**config.mk**
```make
export PLATFORM = sky130hd
export DESIGN_NAME = mem_stage_flat
export DESIGN_NICKNAME = d
export VERILOG_FILES = /design/src/rtl/mem_stage_if.sv /design/src/rtl/mem_stage.sv /design/src/flat_wrapper.sv
export SDC_FILE = /design/constraint.sdc
export NUM_CORES = 1
export LEC_CHECK = 0
export CAP_MARGIN = 20
export CORE_ASPECT_RATIO = 0.6
export CORE_UTILIZATION = 30
export CTS_CLUSTER_DIAMETER = 80
export CTS_CLUSTER_SIZE = 14
export DETAILED_ROUTE_END_ITERATION = 8
export GPL_TIMING_DRIVEN = 1
export PLACE_DENSITY_LB_ADDON = 0.15
export SLEW_MARGIN = 20
export SYNTH_ARGS = -nofsm -noshare
export SYNTH_HDL_FRONTEND = slang
export SYNTH_SLANG_ARGS = --single-unit
```
**constraint.sdc**
```tcl
create_clock -name clk -period 6.1 [get_ports clk]
set_input_delay 1.525 -clock clk [delete_from_list [all_inputs] [get_ports clk]]
set_output_delay 1.525 -clock clk [all_outputs]
set_load 0.02 [all_outputs]
```
**src/rtl/mem_stage_if.sv**
```systemverilog
// Data-bus handshake between the memory-access stage (master) and the memory
// system (slave): one outstanding req/ack access at a time.
interface mem_stage_if;
  logic        busReq;
  logic        busWe;
  logic [31:0] busAddr;
  logic [3:0]  busBe;
  logic [31:0] busWdata;
  logic [31:0] busRdata;
  logic        busAck;

  modport master (
    output busReq, busWe, busAddr, busBe, busWdata,
    input  busRdata, busAck
  );

  modport slave (
    input  busReq, busWe, busAddr, busBe, busWdata,
    output busRdata, busAck
  );
endinterface

```
**src/rtl/mem_stage.sv**
```systemverilog
// Memory-access pipeline stage: issues loads/stores over a req/ack bus, stalls the
// pipeline while an access is outstanding, and hands the write-back triple to MEM/WB.
module mem_stage #(
  parameter int TIMEOUT = 255
) (
  input  logic        clk,
  input  logic        rst,
  input  logic [4:0]  memALUop,
  input  logic [31:0] memAddr,
  input  logic [31:0] memReg,
  input  logic [4:0]  memWriteNum,
  input  logic        memWriteReg,
  input  logic [31:0] memWriteData,
  mem_stage_if.master bus,
  output logic [4:0]  wbWriteNum,
  output logic        wbWriteReg,
  output logic [31:0] wbWriteData,
  output logic        stallReq,
  output logic        misaligned,
  output logic        busErr
);

  localparam logic [4:0] OP_LB  = 5'h10;
  localparam logic [4:0] OP_LBU = 5'h11;
  localparam logic [4:0] OP_LH  = 5'h12;
  localparam logic [4:0] OP_LHU = 5'h13;
  localparam logic [4:0] OP_LW  = 5'h14;
  localparam logic [4:0] OP_SB  = 5'h15;
  localparam logic [4:0] OP_SH  = 5'h16;
  localparam logic [4:0] OP_SW  = 5'h17;

  // Counter only has to reach TIMEOUT-1 (see the REQ branch below).
  localparam int CW = (TIMEOUT < 2) ? 1 : $clog2(TIMEOUT);

  typedef enum logic [1:0] {IDLE, REQ, DONE} state_t;

  typedef struct packed {
    logic [4:0]  op;
    logic [1:0]  lane;
    logic        we;
    logic [31:0] addr;
    logic [3:0]  be;
    logic [31:0] wdata;
    logic [4:0]  num;
    logic        wreg;
    logic [31:0] alu;
  } acc_t;

  state_t      state;
  logic [CW-1:0] cnt;
  logic [31:0] rdata_q;
  acc_t        acc, acc_n;
  logic        req_q, err_pulse, err_q;

  logic is_mem, is_store, is_half, is_word, mis, issue;

  function automatic logic [31:0] fmt_load(input logic [4:0] op, input logic [1:0] lane,
                                           input logic [31:0] w);
    logic [7:0]  b;
    logic [15:0] h;
    b = w[{lane, 3'b000} +: 8];
    h = lane[1] ? w[31:16] : w[15:0];
    case (op)
      OP_LB:   fmt_load = {{24{b[7]}}, b};
      OP_LBU:  fmt_load = {24'h0, b};
      OP_LH:   fmt_load = {{16{h[15]}}, h};
      OP_LHU:  fmt_load = {16'h0, h};
      default: fmt_load = w;
    endcase
  endfunction

  // Memory ops occupy the contiguous 0x10..0x17 block.
  assign is_mem   = (memALUop[4:3] == 2'b10);
  assign is_store = memALUop inside {OP_SB, OP_SH, OP_SW};
  assign is_half  = memALUop inside {OP_LH, OP_LHU, OP_SH};
  assign is_word  = memALUop inside {OP_LW, OP_SW};
  assign mis      = is_mem && ((is_half && memAddr[0]) || (is_word && (memAddr[1:0] != 2'b00)));
  assign issue    = is_mem && !mis;

  always_comb begin
    acc_n       = '0;
    acc_n.op    = memALUop;
    acc_n.lane  = memAddr[1:0];
    acc_n.we    = is_store;
    acc_n.addr  = {memAddr[31:2], 2'b00};
    acc_n.num   = memWriteNum;
    acc_n.wreg  = memWriteReg;
    acc_n.alu   = memWriteData;
    case (memALUop)
      OP_SB: begin
        acc_n.be    = 4'b0001 << memAddr[1:0];
        acc_n.wdata = {4{memReg[7:0]}};
      end
      OP_SH: begin
        acc_n.be    = memAddr[1] ? 4'b1100 : 4'b0011;
        acc_n.wdata = {2{memReg[15:0]}};
      end
      OP_SW: begin
        acc_n.be    = 4'b1111;
        acc_n.wdata = memReg;
      end
      default: begin
        acc_n.be    = 4'b1111;
        acc_n.wdata = '0;
      end
    endcase
  end

  always_ff @(posedge clk) begin
    if (!rst) begin
      state     <= IDLE;
      cnt       <= '0;
      rdata_q   <= '0;
      acc       <= '0;
      req_q     <= 1'b0;
      err_pulse <= 1'b0;
      err_q     <= 1'b0;
    end else begin
      err_pulse <= 1'b0;
      case (state)
        IDLE: begin
          if (issue) begin
            state <= REQ;
            req_q <= 1'b1;
            cnt   <= '0;
            err_q <= 1'b0;
            acc   <= acc_n;
          end
        end
        REQ: begin
          if (bus.busAck) begin
            rdata_q <= fmt_load(acc.op, acc.lane, bus.busRdata);
            req_q   <= 1'b0;
            cnt     <= '0;
            state   <= DONE;
          // cnt holds the number of completed REQ cycles minus one, so this is
          // the edge that ends the TIMEOUT-th ack-less cycle.
          end else if (cnt == CW'(TIMEOUT - 1)) begin
            err_pulse <= 1'b1;
            err_q     <= 1'b1;
            rdata_q   <= '0;
            req_q     <= 1'b0;
            cnt       <= '0;
            state     <= DONE;
          end else begin
            cnt <= cnt + 1'b1;
          end
        end
        DONE: begin
          cnt   <= '0;
          state <= IDLE;
        end
        default: state <= IDLE;
      endcase
    end
  end

  assign bus.busReq   = req_q;
  assign bus.busWe    = acc.we;
  assign bus.busAddr  = acc.addr;
  assign bus.busBe    = acc.be;
  assign bus.busWdata = acc.wdata;
  assign busErr       = err_pulse;

  // Combinational outputs are forced low while reset is held so that nothing
  // leaks to MEM/WB or the stall controller during reset.
  always_comb begin
    stallReq    = 1'b0;
    misaligned  = 1'b0;
    wbWriteNum  = '0;
    wbWriteReg  = 1'b0;
    wbWriteData = '0;
    if (rst) begin
      case (state)
        IDLE: begin
          wbWriteNum  = memWriteNum;
          wbWriteData = memWriteData;
          if (!is_mem)  wbWriteReg = memWriteReg;
          else if (mis) misaligned = 1'b1;
          else          stallReq   = 1'b1;
        end
        REQ: begin
          stallReq    = 1'b1;
          wbWriteNum  = acc.num;
          wbWriteData = acc.alu;
        end
        DONE: begin
          wbWriteNum  = acc.num;
          wbWriteReg  = acc.wreg && !acc.we && !err_q;
          wbWriteData = acc.we ? acc.alu : rdata_q;
        end
        default: ;
      endcase
    end
  end

endmodule

```
**src/flat_wrapper.sv**
```systemverilog
// flat-port wrapper written by rule: the top's interface ports become plain ports
module mem_stage_flat 
#(
  parameter int TIMEOUT = 255
)
  (clk, rst, memALUop, memAddr, memReg, memWriteNum, memWriteReg, memWriteData, wbWriteNum, wbWriteReg, wbWriteData, stallReq, misaligned, busErr, bus_busReq, bus_busWe, bus_busAddr, bus_busBe, bus_busWdata, bus_busRdata, bus_busAck);
  mem_stage_if bus_i ();
  input  logic clk;
  input  logic rst;
  input  logic [4:0] memALUop;
  input  logic [31:0] memAddr;
  input  logic [31:0] memReg;
  input  logic [4:0] memWriteNum;
  input  logic memWriteReg;
  input  logic [31:0] memWriteData;
  output logic [4:0] wbWriteNum;
  output logic wbWriteReg;
  output logic [31:0] wbWriteData;
  output logic stallReq;
  output logic misaligned;
  output logic busErr;
  output wire logic [$bits(bus_i.busReq)-1:0] bus_busReq;
  output wire logic [$bits(bus_i.busWe)-1:0] bus_busWe;
  output wire logic [$bits(bus_i.busAddr)-1:0] bus_busAddr;
  output wire logic [$bits(bus_i.busBe)-1:0] bus_busBe;
  output wire logic [$bits(bus_i.busWdata)-1:0] bus_busWdata;
  input wire logic [$bits(bus_i.busRdata)-1:0] bus_busRdata;
  input wire logic [$bits(bus_i.busAck)-1:0] bus_busAck;
  assign bus_busReq = bus_i.busReq;
  assign bus_busWe = bus_i.busWe;
  assign bus_busAddr = bus_i.busAddr;
  assign bus_busBe = bus_i.busBe;
  assign bus_busWdata = bus_i.busWdata;
  assign bus_i.busRdata = bus_busRdata;
  assign bus_i.busAck = bus_busAck;
  mem_stage #(.TIMEOUT(TIMEOUT)) u_core (.clk(clk), .rst(rst), .memALUop(memALUop), .memAddr(memAddr), .memReg(memReg), .memWriteNum(memWriteNum), .memWriteReg(memWriteReg), .memWriteData(memWriteData), .bus(bus_i), .wbWriteNum(wbWriteNum), .wbWriteReg(wbWriteReg), .wbWriteData(wbWriteData), .stallReq(stallReq), .misaligned(misaligned), .busErr(busErr));
endmodule
```
**Word level (Yosys, flattened, before mapping)**

Cells that the tools add are included.

- Output and inout bits: 111
- Bits in registers: 157
- Input bits: 142
- Word-level logic and storage cells: 103

- Shifts and indexed selects: 2
- Bitwise gates (word level): 2
- Add/sub/neg operators: 1
- Multiplexer cells: 39
- Equal/unequal tests: 18
- Reduce and logical (&&, ||, !) cells: 26

Operators with widths:

| kind | number |
|---|---|
| $mux W32 | 4 |
| $pmux W32 S4 | 1 |
| $pmux W36 S3 | 1 |
| $pmux W32 S3 | 1 |
| $eq A5 B5 Y1 const B | 10 |
| $shiftx A32 B6 Y8 | 1 |
| $mux W8 | 3 |
| $pmux W8 S3 | 1 |
| $mux W1 | 16 |
| $mux W16 | 1 |
| $pmux W5 S2 | 1 |
| $reduce_bool A3 Y1 | 3 |
| $add A8 B1 Y8 const B | 1 |
| $eq A8 B8 Y1 const B | 1 |
| $pmux W1 S2 | 4 |
| $reduce_and A2 Y1 | 4 |
| $reduce_bool A2 Y1 | 4 |
| $logic_and A1 B1 Y1 | 6 |
| $mux W2 | 3 |
| $mux W5 | 1 |
| $eq A2 B2 Y1 const B | 2 |
| $mux W4 | 1 |
| $ne A2 B1 Y1 const B | 2 |
| $pmux W2 S2 | 1 |
| 12 further kinds | 15 |

**Longest topological paths before layout**

Gate-level depths: netlist (run 1).

- Depth in word-level cells: 9
- Gate-level depth with buffers: 9
- Depth with buffers taken out: 7

**Worst setup path after synthesis (run 1)**

No wires, ideal clock.

- Path kind: input to output
- Start point: input memALUop[4]
- End point: output stallReq
- Path slack: 1.812 ns
- Buffers on the path: 1
- Data arrival time: 2.763 ns
- Stages: 5
- Required time: 4.575 ns
- Cell sequence: nor2b_1 -> nand3_1 -> nor3_1 -> clkbuf_1 -> nand2b_1

- Longest elaborated chain between the ends: 9
- Elaborated cells on any way between the ends: 16
- Classes of those cells: 6 x eq/ne; 4 x mux; 6 x reduce/logical

Ends and longest elaborated chain:

| element | line | RTL |
|---|---|---|
| from (decl) | flat_wrapper.sv:10 | `input logic [4:0] memALUop;` |
| $eq A5 B5 Y1, on equally long branches | mem_stage.sv:75, mem_stage.sv:76 |  |
| $reduce_bool A3 Y1 / $reduce_bool A2 Y1 (equally long branches) | mem_stage.sv:75, mem_stage.sv:76 |  |
| $logic_and A1 B1 Y1 | mem_stage.sv:77 | `assign mis = is_mem && ((is_half && memAddr[0]) \|\| (is_word && (memAddr[1:0] != 2'b00)));` |
| $logic_or A1 B1 Y1 | mem_stage.sv:77 |  |
| $logic_and A1 B1 Y1 | mem_stage.sv:77 |  |
| $mux W1 | mem_stage.sv:179 | `else if (mis) misaligned = 1'b1;` |
| $mux W1 (*) | mem_stage.sv:178 | `if (!is_mem) wbWriteReg = memWriteReg;` |
| $pmux W1 S2 (*) | mem_stage.sv:174 | `case (state)` |
| $mux W1 (*) | mem_stage.sv:173 | `if (rst) begin` |
| to (decl) | flat_wrapper.sv:19 | `output logic stallReq;` |

Every way passes the cells marked *; elsewhere a longest branch is shown, timed or not.

**Worst setup path after layout (run 1)**

- Start point: input memALUop[1]
- End point: output misaligned

- Longest elaborated chain between the ends: 9
- Elaborated cells on any way between the ends: 15
- Classes of those cells: 5 x eq/ne; 4 x mux; 6 x reduce/logical

Ends and longest elaborated chain:

| element | line | RTL |
|---|---|---|
| $eq A5 B5 Y1, on equally long branches | mem_stage.sv:75, mem_stage.sv:76 |  |
| $reduce_bool A3 Y1 / $reduce_bool A2 Y1 (equally long branches) | mem_stage.sv:75, mem_stage.sv:76 |  |
| $logic_and A1 B1 Y1 | mem_stage.sv:77 |  |
| $logic_or A1 B1 Y1 (*) | mem_stage.sv:77 |  |
| $logic_and A1 B1 Y1 (*) | mem_stage.sv:77 |  |
| $mux W1 (*) | mem_stage.sv:179 |  |
| $mux W1 (*) | mem_stage.sv:178 |  |
| $mux W1 (*) | mem_stage.sv:174 |  |
| $mux W1 (*) | mem_stage.sv:173 |  |
| to (decl) | flat_wrapper.sv:20 | `output logic misaligned;` |

Marks and branches as above.

==> results summary, run 1 <==
For this run, design rule violations remaining after detail routing come to 0. After Yosys synthesis, and, or, nand and nor cells account for 16.1% of the synthesized area. The share of power burned in registers is 38.6%.

The register-to-register setup slack is 3220 ps. The portion of synthesized area spent on multiplexers is 6.23%. The total setup buffers inserted after CTS came out at 0. The worst reg2reg path endpoint is u_core.rdata_q[31]$_SDFFE_PN0P_. Measured along the y axis, the die boundary spans 128 um. The post-synthesis area per instance came out at 8.38 um2.

The final hold violation count came out at 0. The wire length of the first global-routing pass is 41.2 mm. Counting I/O delays and the setup requirement, the final critical path takes 5370 ps. In this run the remaining antenna-violating nets after routing total 0. The final layout contains routed wiring with a total length of 27.6 mm. Summing the areas of all fa, ha and maj instances in the mapped netlist gives 0.949% of the synthesized area. Summed over all nets, the half-perimeter wirelength after detailed placement is 19.4 mm.

Across the run, the number of max-cap violations was 0. STA puts the critical path data arrival time at 3840 ps. The initial standard-cell utilization of the core came out at 30.9%. The floorplan step set the die width to 212 um. The number of antenna violations at the first check in global routing came out at 0. In the post-synthesis netlist, the biggest area contributors are dfxtp_1 (40%), a22o_1 (6.8%), buf_4 (6.5%).

The maximum clock rate came out at 186 MHz. The total power divided by cell area came out at 259 nW/um2. The synthesis-to-layout area growth is 37.5%. The worst-margin pin slew is 969 ps.

The maximum number of pins on one net before global-route repair came out at 75. Summing over every cut layer, the via total after detailed routing is 7374. Internal power comes to 0.00206 W. The final count of pins violating max slew came out at 0. The number of buffers inserted by port buffering came out at 250. By startpoint and endpoint, the worst setup path is classified as input pin to output pin. The first routing iteration left 773 violations.

The fraction of registers with async set/reset came out at 0%. Setup violations remaining at the end of the flow were counted as 0. The main combinational cell family by area after synthesis is compound AO/OA/AOI/OAI gates. The fraction of layout instances using a drive strength above 1 came out at 9.82%. The number of nets in the finished design came out at 1235. Summing the areas of all xor and xnor instances in the mapped netlist gives 0% of the synthesized area. The cell count of the worst reg-to-reg path is 5.

The design draws 0.00282 W. The number of diodes added for antenna fixing is 0. The maximum count of clock buffers along a single path came out at 2. The number of buffers inserted by hold repair at cts came out at 0. Tracing the worst setup path back leads to its startpoint at memALUop[1]. The static leakage came out at 3.95 nW. The number of flops mapped to enable cells by yosys is 0. The total area inside the core boundary comes to 25600 um2. The synthesized flop and latch total is 157. The power share of the combinational group is 18.6%.

For the worst setup path, the data required time is 4580 ps. Summed over all instances, the cell type with the most area after synthesis is dfxtp_1. Buffers inserted during clock tree synthesis total 17. The via-per-instance ratio came out at 5.08. The top-level I/O count came out at 253. The remaining global-route overflow is 0. The mean routed wirelength per cell is 19.0 um. After technology mapping, the gate count stands at 944.

The switching share of total power is 26.9%. The area of the die is 27000 um2. The floorplan has 45 rows. The critical register-to-register path startpoint is u_core.acc[108]$_SDFFE_PN0P_. The proportion of synthesized chip area in sequential cells is 39.7%. The leading register cell type out of synthesis is dfxtp_1. The share of the synthesized area in the top cell type is 39.7%. The TritonCTS clock tree is done. The worst slew margin relative to its limit came out at 35.0%. The post-synthesis cell type count came out at 54. Of the total power, the clock network draws 42.8%. The worst setup path is captured at an output pin.

The compound-cell area share of the yosys netlist is 26.3%. The most critical setup path has its endpoint at misaligned. The run finished with clean final reports. The tree is rooted in a clkbuf_16. Setup repair after global routing left no endpoint under its margin.

The number of iterations in the first detailed-routing pass came out at 7. For this run, the number of Yosys warnings is 0. The kind of start point of the critical path is an input pin. Of all nets on the critical path, the largest fanout is 18. The clock slew seen by the registers of the worst setup and hold paths came out at 60 ps.

The post-route fraction of the period consumed by the critical path came out at 88.0%. Once the clock tree was built, the resizer swapped 0 gates to a different size. The routability-driven placement congestion ratio is 0.903.

The area used by sequential logic in the layout is 3140 um2. The cell area after synthesis came out at 7910 um2. The path class of the lowest-slack min-delay path is register to register.

The number of clock sinks seen by CTS came out at 157. The total routing usage reported by global routing is 20.2%. The count of filler cells inserted in the layout is 2609. The number of global-route vias before repair came to 6755. The maximum resistive drop on vdd came out at 0.178 mV. The multi-input combinational cell area came out at 3980 um2. Setup total negative slack on the finished layout was measured at 0 ps. The switching component of the power is 0.000757 W. The H-tree was split into 4 levels. For this run, the share of the core covered by cells in the final layout is 42.5%. The clock skew came out at 5.42 ps. The clock insertion delay at the later pin of the skew report came out at 440 ps.
[layer usage]
layer	up-vias	global-route usage (%)	routed length (um)
met5	-	0	0
met4	0	5.20	316
met3	20	4.78	1820
met2	232	26.3	10500
met1	3504	32.0	15000
li1	3618	-	-
[critical path, stage by stage]
cell             delay [ps]
clkdlybuf4s50_1         560
buf_4                   240
nor2b_1                 620
nor3_1                  150
a21oi_1                 150
nor2_1                   60
clkdlybuf4s50_1         540
[state kept, by name, indices dropped and copies added (netlist names)]
signal and flops:
u_core.bus.busBe 4, u_core.bus.busReq 1, u_core.cnt 8, u_core.acc 45
u_core.rdata_q 32, u_core.bus.busWe 1, u_core.bus.busWdata 32, u_core.err_q 1
u_core.state 2, u_core.bus.busAddr 30, u_core.busErr 1
[area by class of cell]
class | count | share of cell area [%]
Sequential cell | 157 | 28.9
Clock inverter | 13 | 1.93
Tap cell | 352 | 4.05
Multi-Input combinational cell | 639 | 36.6
Timing Repair Buffer | 267 | 24.2
Inverter | 5 | 0.173
Clock buffer | 19 | 4.17
[worst min-delay path by stage]
stage	endpoint	cells past startpoint	startpoint
after CTS	u_core.rdata_q[15]$_SDFFE_PN0P_	2	u_core.rdata_q[15]$_SDFFE_PN0P_
after global placement	u_core.rdata_q[15]$_SDFFE_PN0P_	2	u_core.rdata_q[15]$_SDFFE_PN0P_
final	u_core.rdata_q[15]$_SDFFE_PN0P_	2	u_core.rdata_q[15]$_SDFFE_PN0P_
after global routing	u_core.bus.busAddr[28]$_SDFFE_PN0P_	2	u_core.bus.busAddr[28]$_SDFFE_PN0P_
after detailed placement	u_core.rdata_q[15]$_SDFFE_PN0P_	2	u_core.rdata_q[15]$_SDFFE_PN0P_
after floorplan	u_core.rdata_q[15]$_SDFFE_PN0P_	2	u_core.rdata_q[15]$_SDFFE_PN0P_
[placed cells by master, fill, tap and decap left out, drive strengths merged, types with 5 or more instances in the layout]
cell type and count:
nor2 115, nor3 6, mux2i 5, o22ai 7, nand2 114, a22oi 38
mux2 39, a21oi 80, inv 8, bufinv 5, clkbuf 19, nand3 10
nor2b 16, buf 17, o21ai 45, nand2b 10, dfxtp 157, a22o 61
a21o 8, nand3b 8, ha 6, clkdlybuf4s50 250, a222oi 32
[kinds of logic (layout without fill, tap and decap cells)]
logic type,count (synthesis),after routing
compound gates,295,295
fa+ha+maj,6,6
buf+inv,149,304
flops,157,157
mux,44,44
other cells,1,2
simple gates,292,292
[cells in the mapped netlist, drive strengths merged, types with 3 or more instances]
cell    instances
nand3          10
buf            91
a222oi         32
nor2b          16
a21o            8
o22ai           7
mux2           39
o311ai          3
o221a           3
a21boi          3
a22o           61
nand2         114
and3            3
clkbuf         53
nor3            6
dfxtp         157
inv             5
nand2b         10
mux2i           5
nand3b          8
nor2          115
a22oi          38
a21oi          80
o21ai          45
ha              6
[through the flow]
stage	hold slack, ps	worst slack [ps]	area, um2	instances
floorplan	412	1810	7910	945
global placement	440	764	10200	1420
detailed placement	441	760	10200	1420
CTS	448	741	10900	1452
global route	467	601	10900	1452
finish	441	730	10900	1452
[power groups by stage]
stage          clock [W]  combinational [W]  sequential, W
5_1_grt          0.00128           0.000565        0.00109
4_1_cts          0.00123           0.000527        0.00109
2_1_floorplan          0           0.000288        0.00110
3_3_place_gp           0           0.000525        0.00111
3_5_place_dp           0           0.000524        0.00111
6_report         0.00120           0.000525        0.00109
Note: power is estimated with default switching activity, not from simulation.
==> run 2: changes to the inputs <==
HOLD_SLACK_MARGIN = 0.06   (was not set)
PLACE_DENSITY = 0.65   (was not set)
PLACE_DENSITY_LB_ADDON = not set   (was 0.15)
==> results summary, run 2 (synthesis results as in run 1) <==
The via-per-instance ratio came out at 5.20 (+2.3%). The routability-driven placement congestion ratio was 0.885 (-2.0%). The number of clock sinks seen by CTS came to 157 (unchanged). The number of buffers inserted by hold repair at cts is 0 (unchanged). The critical path buffer and inverter count is 2 (-1).

The maximum resistive drop on vdd is 0.138 mV (-22%). The worst setup path is captured at an output pin. The wire length of the first global-routing pass was 40.1 mm (-2.5%). In the layout the commonest cells are clkdlybuf4s50_1 (249), dfxtp_1 (157), nand2_1 (114). The number of buffers inserted by port buffering is 250 (unchanged). The static leakage came out at 3.91 nW (-1.0%). The via total after detailed routing is 7533 (+2.2%).

The sum of negative setup slack was 0 ps (unchanged). The x dimension of the die came to 212 um (unchanged). The area of the die is 27000 um2 (unchanged). The setup slack after placement is 1070 ps (+306 ps). STA classifies the critical path startpoint as an input pin. The clock skew came out at 9.89 ps (+4.48 ps). Among the stages of the critical path, the cell type that occurs most often is clkdlybuf4s50_1. The post-route fraction of the period consumed by the critical path came out at 82.3% (-5.8 points). The total of cells resized after clock tree synthesis is 0 (unchanged). The final count of pins violating max slew came out at 0 (unchanged).

The maximum clock rate came out at 199 MHz (+7.0%). The maximum number of pins on one net before global-route repair came to 75 (unchanged). The startpoint-to-endpoint class of the critical path is input pin to output pin. The most critical setup path has its startpoint at memALUop[1].

The fraction of layout instances using a drive strength above 1 is 9.65% (-0.16 points). The critical path depth is 6 (-1). The clock slew seen by the registers of the worst setup and hold paths came out at 60 ps (about the same). The final critical path time including I/O delays and setup is 5020 ps (-352 ps). The final hold violation count is 0 (unchanged). The critical register-to-register path startpoint is u_core.state[1]$_SDFFE_PN0P_. The synthesis-to-layout area growth came out at 36.2%. The total setup buffers inserted after CTS is 0 (unchanged). The die boundary height came out at 128 um (unchanged). The total power divided by cell area was 247 nW/um2 (-4.7%). The number of diodes added for antenna fixing came out at 0 (unchanged).

The number of flip-flops in the largest register is 45 (unchanged). The number of antenna violations at the first check in global routing is 1 (+1). The biggest cell delay along the critical path came to 610 ps (about the same). The most common library cell in the layout ignoring fill and taps is clkdlybuf4s50_1.

The slowest stage of the critical path belongs to the cell nor2b_1. The number of levels the H-tree was split into is 4 (unchanged). The final setup violation count came out at 0 (unchanged). The number of DRC violations after detailed routing came out at 0 (unchanged).

Setup repair after global routing left no endpoint under its margin. The number of global-route vias before repair came out at 6725 (-0.44%). The top-level I/O count is 253 (unchanged). The dominant delay contributor by cell family on the critical path is buffers and inverters.

The worst-margin pin slew was 1040 ps (+73.1 ps). The HPWL after detailed placement came out at 19.0 mm (-2.1%). The register with the most flip-flops is u_core.acc. The register-to-register setup slack is 2840 ps (-380 ps). The cell count of the worst reg-to-reg path is 7 (+2). TritonCTS built the clock tree. The worst path required time is 4580 ps (about the same). The clock insertion delay at the later pin of the skew report is 420 ps (-20 ps).

The total core area came out at 25600 um2 (unchanged). The cell sitting at the root of the clock tree is a clkbuf_16. The highest fanout seen on the critical path came out at 9 (-9). The number of nets in the finished design came to 1234 (-0.081%). The total CTS buffers is 17 (unchanged). The post-detailed-route count of antenna-violating nets came out at 0 (unchanged). The max-cap check violation count came to 0 (unchanged).

The total routing usage reported by global routing came out at 19.4% (-0.83 points). The maximum count of clock buffers along a single path came to 2 (unchanged). The worst slew margin relative to its limit came out at 30.5% (-4.5 points). The cell row count was 45 (unchanged). The arrival time reported for the critical path endpoint came to 3490 ps (-350 ps). The initial standard-cell utilization of the core came out at 30.9% (unchanged). The final worst setup slack came to 1080 ps (+352 ps). The flow ran to the end, and the final reports show no timing, DRC or antenna violations. The final routed wirelength across all metal layers came to 26.8 mm (-3.0%). The number of DRC violations after detailed-routing iteration 0 came out at 794 (+2.7%). The number of iterations in the first detailed-routing pass is 7 (unchanged). The mean routed wirelength per cell is 18.5 um (-2.8%). In this run the critical register-to-register path is captured at u_core.bus.busWe$_SDFFE_PN0P_. Walking the worst path, the cells encountered are clkdlybuf4s50_1 > nor2b_1 > nor3_1 > a21oi_1 > nor2_1 > clkdlybuf4s50_1. The remaining global-route overflow is 0 (unchanged). The worst setup path endpoint is misaligned. The min-delay analysis places its worst path in the category register to register.
[run 2: changes by cell type in the layout (fill, tap and decap cells not counted)]
cell | previous run | this run
clkbuf_8 | 2 | 5
clkdlybuf4s50_1 | 250 | 249
clkbuf_1 | 0 | 1
or3_4 | 1 | 0
inv_6 | 3 | 2
bufinv_16 | 5 | 1
or3_2 | 0 | 1
[run 2: metal layers]
layer | up-vias | wire (um) | part of all wire (%) | GRT usage (%)
li1 | 3612 | - | - | -
met1 | 3586 | 13400 | 50 | 29.4
met2 | 318 | 10900 | 41 | 26.8
met3 | 15 | 2340 | 8.7 | 5.32
met4 | 2 | 123 | 0.46 | 3.79
met5 | - | 13 | 0.049 | 0
[run 2: where the power goes]
group / total, W / switching (W) / internal (W)
clock: 0.00105 / 0.000435 / 0.000616
combinational: 0.000520 / 0.000275 / 0.000245
sequential: 0.00109 / 0.0000258 / 0.00106
total: 0.00266 / 0.000736 / 0.00192
[run 2: worst min path at each step]
stage,from,end,cells after the start
3_5_place_dp,u_core.rdata_q[7]$_SDFFE_PN0P_,u_core.rdata_q[7]$_SDFFE_PN0P_,2
2_1_floorplan,u_core.rdata_q[15]$_SDFFE_PN0P_,u_core.rdata_q[15]$_SDFFE_PN0P_,2
3_3_place_gp,u_core.rdata_q[7]$_SDFFE_PN0P_,u_core.rdata_q[7]$_SDFFE_PN0P_,2
5_1_grt,u_core.bus.busAddr[2]$_SDFFE_PN0P_,u_core.bus.busAddr[2]$_SDFFE_PN0P_,2
4_1_cts,u_core.bus.busAddr[9]$_SDFFE_PN0P_,u_core.bus.busAddr[9]$_SDFFE_PN0P_,2
6_report,u_core.bus.busAddr[15]$_SDFFE_PN0P_,u_core.bus.busAddr[15]$_SDFFE_PN0P_,2
[run 2: per-stage QoR]
step | power (W) | utilization, % | cell area, um2 | std cells | hold slack, ps
6_report | 0.00266 | 42.2 | 10800 | 1450 | 453
5_1_grt | 0.00278 | 42.2 | 10800 | 1450 | 473
4_1_cts | 0.00268 | 42.1 | 10800 | 1450 | 455
3_5_place_dp | 0.00162 | 39.9 | 10200 | 1419 | 441
3_3_place_gp | 0.00162 | 39.9 | 10200 | 1419 | 438
2_1_floorplan | 0.00139 | - | 7910 | 945 | 412
[run 2: final cells by class]
type / instances / area, um2
multi-input combinational: 639 / 3970
timing repair buffer: 266 / 2620
clock buffer: 23 / 498
fill: 2621 / 14800
inverter: 5 / 18.8
tap: 352 / 440
sequential: 157 / 3140
clock inverter: 8 / 81.3
[run 2: worst register-to-register path, stage by stage, from the launching register on]
cell     delay (ps)
dfxtp_1         350
inv_1           100
ha_2            840
nand2_1         240
or3_2           990
buf_4           400
a21oi_1         170
nor2_1           50
==> run 3: changes to the inputs <==
PLACE_DENSITY = 0.67   (was 0.65)
clock period = 4.5 ns   (was 6.1 ns; I/O delays follow)
==> results summary, run 3 (synthesis results as in run 1) <==
The area of the die came out at 27000 um2 (unchanged). The count of non-filler cells in the finished layout is 1456 (+0.41%). The kind of start point of the critical path is an input pin.

The HPWL after detailed placement came to 19.3 mm (+1.6%). The number of antenna violations at the first check in global routing was 0 (-1). The number of flip-flops in the largest register was 45 (unchanged). The final setup violation count is 0 (unchanged). The mean routed wirelength per cell was 18.4 um (-0.41%). The cell count after placement came out at 1425 (+0.42%). The number of DRC violations after detailed routing came out at 0 (unchanged). Setup repair after global routing left no endpoint under its margin. The number of buffers inserted by port buffering is 250 (unchanged). The number of iterations in the first detailed-routing pass came out at 8 (+1).

The number of global-route vias before repair came out at 6963 (+3.5%). The number of clock sinks seen by CTS was 157 (unchanged). The maximum count of clock buffers along a single path came out at 2 (unchanged). The remaining global-route overflow is 0 (unchanged). The fraction of layout instances using a drive strength above 1 was 10.1% (+0.40 points). The via-per-instance ratio came to 5.22 (+0.42%). The clock insertion delay at the later pin of the skew report came out at 420 ps (about the same). The min-delay analysis places its worst path in the category register to register. The initial standard-cell utilization of the core is 30.9% (unchanged). The maximum clock rate came out at 234 MHz. The wire length of the first global-routing pass is 40.7 mm (+1.4%). The post-route fraction of the period consumed by the critical path is 95.1%. The cell row count is 45 (unchanged).

TritonCTS built the clock tree. STA classifies the critical path endpoint as an output pin. The worst slew margin relative to its limit came out at 28.6% (-1.9 points). The total of cells resized after clock tree synthesis is 0 (unchanged). The final hold violation count came out at 0 (unchanged). The highest fanout seen on the critical path came out at 9 (unchanged).

The top-level I/O count came to 253 (unchanged). The number of diodes added for antenna fixing was 0 (unchanged). Leaving out fill and tap cells, the most frequent cell in the layout is clkdlybuf4s50_1.

The max-cap check violation count came out at 0 (unchanged). The startpoint-to-endpoint class of the critical path is input pin to output pin. The total setup buffers inserted after CTS came to 0 (unchanged).

The x dimension of the die is 212 um (unchanged). The worst path in the final design needs a cycle of 4280 ps, including I/O delays and setup. The final worst setup slack came out at 220 ps (-862 ps). The post-detailed-route count of antenna-violating nets is 0 (unchanged). The top cell types in the final layout, fill and taps aside, are clkdlybuf4s50_1 (249), dfxtp_1 (157), nand2_1 (114). The number of nets in the finished design is 1240 (+0.49%). The clock slew seen by the registers of the worst setup and hold paths came out at 60 ps (about the same). The sum of negative setup slack is 0 ps (unchanged).

The number of buffers inserted by hold repair at cts was 0 (unchanged). The total power divided by cell area came out at 340 nW/um2 (+38%). The die boundary height came out at 128 um (unchanged).

The total CTS buffers is 17 (unchanged). The maximum resistive drop on vdd is 0.186 mV (+34%). The synthesis-to-layout area growth came out at 37.0%.

The worst path required time is 3380 ps (-1200 ps). The static leakage came out at 3.95 nW (+1.1%). Counting flops per register, the top entry is u_core.acc. The worst-margin pin slew came to 1060 ps (+22.8 ps). The clock tree root buffer cell is clkbuf_16.

The count of filler cells inserted in the layout is 2575 (-1.8%). The via total after detailed routing is 7596 (+0.84%). The total core area is 25600 um2 (unchanged).

The arrival time reported for the critical path endpoint came out at 3150 ps (-340 ps). The number of levels the H-tree was split into is 4 (unchanged). The final routed wirelength across all metal layers is 26.8 mm (about the same). The routability-driven placement congestion ratio came out at 0.878 (-0.81%).

The clock skew came out at 9.50 ps (-0.392 ps). The final count of pins violating max slew is 0 (unchanged). The setup slack after placement came to 221 ps (-845 ps). The number of DRC violations after detailed-routing iteration 0 is 659 (-17%). The run finished with clean final reports. The total routing usage reported by global routing came out at 19.6% (+0.19 points). The maximum number of pins on one net before global-route repair is 75 (unchanged).
-- run 3: area by class of cell --
type	count	area (um2)	share of cell area [%]
Sequential cell	157	3140	29.0
Multi-Input combinational cell	639	3960	36.6
Clock inverter	10	138	1.27
Timing Repair Buffer	272	2670	24.6
Inverter	5	18.8	0.173
Tap cell	352	440	4.06
Clock buffer	21	470	4.34
-- run 3: power by group --
part	switching, W	total (W)	internal [W]
sequential	0.0000326	0.00147	0.00144
combinational	0.000375	0.000710	0.000335
clock	0.000588	0.00150	0.000914
-- run 3: path summary, 6_finish.rpt --
kind / end / startpoint / cells past startpoint / slack (ps)
min reg2reg: u_core.rdata_q[7]$_SDFFE_PN0P_ / u_core.rdata_q[7]$_SDFFE_PN0P_ / 2 / 450
min: u_core.rdata_q[7]$_SDFFE_PN0P_ / u_core.rdata_q[7]$_SDFFE_PN0P_ / 2 / 450
max: misaligned / memALUop[1] / 6 / 220
max reg2reg: u_core.bus.busWdata[13]$_SDFFE_PN0P_ / u_core.state[0]$_SDFFE_PN0P_ / 7 / 1430
-- run 3: per-layer routing --
layer / track usage, % / wire length, um / part of all wire [%]
met2: 27.9 / 11200 / 42
met1: 28.9 / 13300 / 50
met3: 5.27 / 2080 / 7.8
met5: 0 / 0 / 0
met4: 4.43 / 161 / 0.60
-- run 3: critical path, cell delays in order --
cell,delay (ps)
clkdlybuf4s50_1,470
nor2b_1,650
nor3_1,140
a21oi_1,160
nor2_1,60
clkdlybuf4s50_1,550
-- run 3: through the flow --
stage                     total power [W]  cell area (um2)  util (%)  hold WS [ps]
after CTS                         0.00372            10800      42.4           456
after global routing              0.00384            10800      42.4           479
after detailed placement          0.00221            10200      40.0           444
final                             0.00368            10800      42.4           452
after floorplan                   0.00188             7910         -           412
after global placement            0.00220            10200      40.0           440
